--- src/rtl/exec_cc_stage.sv ---
// rtl/exec_cc_stage.sv - Y86-64 execute back end: condition codes, Cnd evaluation, output slot, halt tracking
//
// Captures the ALU result into a one-entry valid/ready slot that feeds the
// memory stage. Holds the architectural condition codes and evaluates the
// jXX/cmovXX condition from them. Stops accepting instructions once a HALT
// has left this stage.
//
// Optional feature macro: EXC_STATUS_EN
//   When defined, adds out_stat (1=AOK, 2=HLT, 3=INS). Icodes above 0xB then
//   halt the stage like HALT does. When undefined, those icodes pass through
//   as NOPs.
//
// Ports:
//   clk, rst                 clock, asynchronous active-high reset
//   in_valid / in_ready      upstream handshake
//   in_icode, in_ifun        instruction and function codes
//   in_alu_ans               ALU result (valE)
//   in_alu_zf/sf/of          ALU flags
//   flush                    squash the incoming instruction and the slot
//   out_valid / out_ready    downstream handshake
//   out_icode, out_valE      registered icode and valE
//   out_cnd                  registered condition outcome
//   out_stat                 registered status (EXC_STATUS_EN only)
//   cc_zf, cc_sf, cc_of      architectural condition codes
//   halted                   stage is in HALTED state

module exec_cc_stage #(
   parameter int WORD_W  = 64,
   parameter int ICODE_W = 4
) (
   input  logic               clk,
   input  logic               rst,
   input  logic               in_valid,
   output logic               in_ready,
   input  logic [ICODE_W-1:0] in_icode,
   input  logic [ICODE_W-1:0] in_ifun,
   input  logic [WORD_W-1:0]  in_alu_ans,
   input  logic               in_alu_zf,
   input  logic               in_alu_sf,
   input  logic               in_alu_of,
   input  logic               flush,
   output logic               out_valid,
   input  logic               out_ready,
   output logic [ICODE_W-1:0] out_icode,
   output logic [WORD_W-1:0]  out_valE,
   output logic               out_cnd,
`ifdef EXC_STATUS_EN
   output logic [1:0]         out_stat,
`endif
   output logic               cc_zf,
   output logic               cc_sf,
   output logic               cc_of,
   output logic               halted
);

   localparam logic [ICODE_W-1:0] I_HALT  = ICODE_W'(0);
   localparam logic [ICODE_W-1:0] I_NOP   = ICODE_W'(1);
   localparam logic [ICODE_W-1:0] I_CMOV  = ICODE_W'(2);
   localparam logic [ICODE_W-1:0] I_OPQ   = ICODE_W'(6);
   localparam logic [ICODE_W-1:0] I_JXX   = ICODE_W'(7);
   localparam logic [ICODE_W-1:0] I_LAST  = ICODE_W'(11);
   localparam logic [ICODE_W-1:0] F_OPMAX = ICODE_W'(3);

   typedef enum logic [1:0] {
      RUN       = 2'd0,
      HALT_PEND = 2'd1,
      HALTED    = 2'd2
   } state_t;

   state_t state;
   state_t state_next;

   logic accept;
   logic take_halt;
   logic cnd;
   logic cc_write;
   logic sf_xor_of;

   assign in_ready = (state == RUN) && (!out_valid || out_ready);
   // flush wins over a simultaneous handshake: the instruction is dropped
   assign accept   = in_valid && in_ready && !flush;
   assign cc_write = accept && (in_icode == I_OPQ) && (in_ifun <= F_OPMAX);
   assign halted   = (state == HALTED);

`ifdef EXC_STATUS_EN
   // invalid icodes retire through the same halt path as HALT
   assign take_halt = (in_icode == I_HALT) || (in_icode > I_LAST);
`else
   assign take_halt = (in_icode == I_HALT);
`endif

   // Condition is judged from the flags already in CC, not from this
   // cycle's ALU flags; an OPq ahead of a jXX has written CC one edge earlier.
   assign sf_xor_of = cc_sf ^ cc_of;
   always_comb begin
      cnd = 1'b0;
      case (in_ifun)
         ICODE_W'(0): cnd = 1'b1;
         ICODE_W'(1): cnd = sf_xor_of | cc_zf;
         ICODE_W'(2): cnd = sf_xor_of;
         ICODE_W'(3): cnd = cc_zf;
         ICODE_W'(4): cnd = ~cc_zf;
         ICODE_W'(5): cnd = ~sf_xor_of;
         ICODE_W'(6): cnd = ~sf_xor_of & ~cc_zf;
         default:     cnd = 1'b0;
      endcase
   end

   always_ff @(posedge clk or posedge rst) begin
      if (rst) begin
         state <= RUN;
      end else begin
         state <= state_next;
      end
   end

   always_comb begin
      state_next = state;
      case (state)
         RUN: begin
            if (accept && take_halt) begin
               state_next = HALT_PEND;
            end
         end
         HALT_PEND: begin
            // a flushed HALT was on a mispredicted path; resume normally
            if (flush) begin
               state_next = RUN;
            end else if (out_ready) begin
               state_next = HALTED;
            end
         end
         HALTED: begin
            state_next = HALTED;
         end
         default: begin
            state_next = RUN;
         end
      endcase
   end

   always_ff @(posedge clk or posedge rst) begin
      if (rst) begin
         out_valid <= 1'b0;
         out_icode <= I_NOP;
         out_valE  <= '0;
         out_cnd   <= 1'b0;
`ifdef EXC_STATUS_EN
         out_stat  <= 2'd1;
`endif
      end else if (flush) begin
         out_valid <= 1'b0;
      end else if (accept) begin
         out_valid <= 1'b1;
         out_icode <= in_icode;
         out_valE  <= in_alu_ans;
         out_cnd   <= ((in_icode == I_CMOV) || (in_icode == I_JXX)) ? cnd : 1'b0;
`ifdef EXC_STATUS_EN
         if (in_icode == I_HALT) begin
            out_stat <= 2'd2;
         end else if (in_icode > I_LAST) begin
            out_stat <= 2'd3;
         end else begin
            out_stat <= 2'd1;
         end
`endif
      end else if (out_ready) begin
         out_valid <= 1'b0;
      end
   end

   always_ff @(posedge clk or posedge rst) begin
      if (rst) begin
         cc_zf <= 1'b1;
         cc_sf <= 1'b0;
         cc_of <= 1'b0;
      end else if (cc_write) begin
         cc_zf <= in_alu_zf;
         cc_sf <= in_alu_sf;
         cc_of <= in_alu_of;
      end
   end

endmodule

--- config.mk ---
export PLATFORM = sky130hd
export DESIGN_NAME = exec_cc_stage
export DESIGN_NICKNAME = d
export VERILOG_FILES = /design/src/rtl/exec_cc_stage.sv
export SDC_FILE = /design/constraint.sdc
export NUM_CORES = 1
export LEC_CHECK = 0
export ABC_CLOCK_PERIOD_IN_PS = 3500
export BUFFER_PORTS_ARGS = -buffer_cell sky130_fd_sc_hd__buf_4
export CORE_MARGIN = 2
export CORE_UTILIZATION = 44
export DETAILED_ROUTE_END_ITERATION = 8
export HOLD_SLACK_MARGIN = 0.15
export PLACE_DENSITY_LB_ADDON = 0.08
export SLEW_MARGIN = 25
export SYNTH_ARGS = -nofsm -noshare
export SYNTH_HDL_FRONTEND = slang
export SYNTH_SLANG_ARGS = --single-unit
--- constraint.sdc ---
create_clock -name clk -period 3.5 [get_ports clk]
set_input_delay 0.7 -clock clk [delete_from_list [all_inputs] [get_ports clk]]
set_output_delay 0.7 -clock clk [all_outputs]
set_load 0.01 [all_outputs]
==> metrics.yaml <==
result_of_the_run: "finished clean"
floorplan.initialDensity_pct: 45.6
fp.dieH_um: 85.3
cts_root_buf: "sky130_fd_sc_hd__clkbuf_8"
drt_pre_antenna_iters: 4
vdd_ir_drop_max_uv: 390
gpl.final_weighted_congestion: 0.803
unrepaired_setup_endpoints_after_global_routing: "false"
fin_crit_ns: 2.02
worstMarginPinSlew_ns: 0.595
mostFrequentLayoutCells: "sky130_fd_sc_hd__buf_4 (158), sky130_fd_sc_hd__dfrtp_1 (73), sky130_fd_sc_hd__mux2_2 (68)"
vias_per_cell: 4.87
number_of_instances_in_the_synthesized_netlist: 181
grt_util_all_layers_pct: 19.2
grt_pass1_wl_mm: 10.8
synth-seq-cells: 75
maxCapViolCount: 0
power.static_leakage_uw: 0.00214
slew-limit-headroom_pct: 60.3
core_region_area_um2: 6390
post_synth_num_cell_types: 25
drtIter0Drc: 27
timing_hold_violations_final: 0
place_hpwl_mm: 5.05
htree_levels: 3
syn_nets: 261
post_drt_wl_per_cell_um: 15.6
critical_path.endpoint_type: "output pin"
final_cycle_share_pct: 57.8
clk_pin_slew_worst_paths_ns: 0.07
first_global_vias: 2227
yosysSeqAreaShare_pct: 64.5
drtAntennaViolNets: 0
floorplan.rows: 29
dr_total_vias: 2063
layout-drive-gt1-share_pct: 72.0
syn2layout_area_growth_pct: 51.0
dieWidth_um: 85.3
globalRoute.totalOverflow: 0
cp_data_required_time_ns: 2.80
die_area_um2: 7280
p_per_area_nw_per_um2: 574
crit_fanout: 3
cts.repair_timing.setup_buffer_count: 0
routed_wl_mm: 6.63
crit_path_start_kind: "input pin"
numClockSinks: 75
placement.io_buffers: 154
grt_max_degree: 49
num_cts_buffers: 9
fillCellCount: 494
tritoncts: "done"
achievable-frequency_ghz: 0.494
cp_data_arrival_time_ns: 1.32
tns_ns: 0
final_common_cell: "sky130_fd_sc_hd__buf_4"
drc_errors: 0
fin_total_pwr_uw: 2520
yosys_warnings: 0
setup_viol_count_final: 0
syn_area_per_cell_um2: 16.1
pin_count: 155
grt_antenna_before_repair: 0
cts_repair_resize_count: 0
cts_buffer_depth: 2
post_layout_utilization_of_the_core_pct: 68.8
diodes: 0
slew_viol_final: 0
clock_skew_ns: 0.00341
netlist_area_um2: 2910
crit_path_category: "input pin to output pin"
nNetsFinal: 422
cts_hold_fix_bufs: 0
clkLatencyLatePin_ns: 0.33
fin_hold_ws_ns: 0.417
worstHoldPathType: "input pin to async pin"
## metrics by stage
stage	setup slack, ns	std cells	instance area, um2
after floorplan	0.893	181	2910
after global routing	1.47	424	4400
after global placement	1.32	408	4150
final	1.48	424	4400
after CTS	1.48	424	4400
after detailed placement	1.28	408	4150
## cells in the mapped netlist (all sizes together)
cell | n | area, um2
nand2 | 1 | 3.75
mux2 | 71 | 811
o311ai | 1 | 8.76
inv | 1 | 3.75
xnor2 | 2 | 17.5
a31o | 1 | 8.76
nor3b | 1 | 7.51
buf | 8 | 40.0
or3 | 2 | 17.5
nand2b | 1 | 6.26
nand4b | 2 | 17.5
dfrtp | 73 | 1830
o21ai | 2 | 10.0
a22o | 1 | 8.76
and3b | 1 | 8.76
a311oi | 1 | 8.76
dfstp | 2 | 52.6
nor2 | 4 | 17.5
o32ai | 1 | 8.76
nand3 | 1 | 5.00
nor2b | 2 | 12.5
nor3 | 2 | 10.0
## path summary, 6_finish.rpt
check                                        start                       end  slack (ns)  depth (start not counted)
max                                      out_ready                  in_ready        1.48                          4
max in group asynchronous                      rst  out_valE[12]$_DFFE_PP0P_        2.33                          3
min                                            rst  out_valE[16]$_DFFE_PP0P_        0.42                          2
max reg2reg                  out_valid$_DFFE_PP0P_   out_valE[9]$_DFFE_PP0P_        1.82                          4
min reg2reg                out_valE[8]$_DFFE_PP0P_   out_valE[8]$_DFFE_PP0P_        0.51                          1
min in group clk           out_valE[8]$_DFFE_PP0P_   out_valE[8]$_DFFE_PP0P_        0.51                          1
## cells by family after synthesis
logic type,share of synthesized area [%]
AO/OA/AOI/OAI,1.85
XOR/XNOR,0.602
buffers and inverters,1.50
flip-flops,64.5
multiplexers,27.8
AND/OR/NAND/NOR,3.65
## critical path, cell delays in order
cell                       delay, ns
sky130_fd_sc_hd__buf_4          0.09
sky130_fd_sc_hd__nand2b_1       0.12
sky130_fd_sc_hd__nor3b_1        0.24
sky130_fd_sc_hd__buf_4          0.17
## where the power goes
part | leakage [uW] | internal, uW | switching [uW]
logic | 0.00113 | 382 | 242
registers | 0.000889 | 1020 | 80.1
clock network | 0.000123 | 491 | 302
## area by class of cell
cell class	instances	area (um2)	share of cell area [%]
Tap cell	77	96.3	2.19
Sequential cell	75	1880	42.8
Clock buffer	11	141	3.22
Timing Repair Buffer	158	1190	27.0
Inverter	1	3.75	0.0854
Clock inverter	5	100	2.28
Multi-Input combinational cell	97	988	22.5
## metal layers
layer  vias to the layer above  part of all wire (%)  track usage (%)
met5                         -                     0                0
li1                        967                     -                -
met1                       995                    40             23.4
met4                         0                   1.9             9.38
met3                        13                   7.7             5.54
met2                        88                    50             31.4
## flip-flops by register name (all words and copies together) (netlist names)
| name | cells |
|---|---|
| out_valid | 1 |
| cc_sf | 1 |
| out_icode | 4 |
| out_valE | 64 |
| state | 2 |
| cc_of | 1 |
| cc_zf | 1 |
| out_cnd | 1 |
No activity file was read; power rests on OpenSTA's default activity.
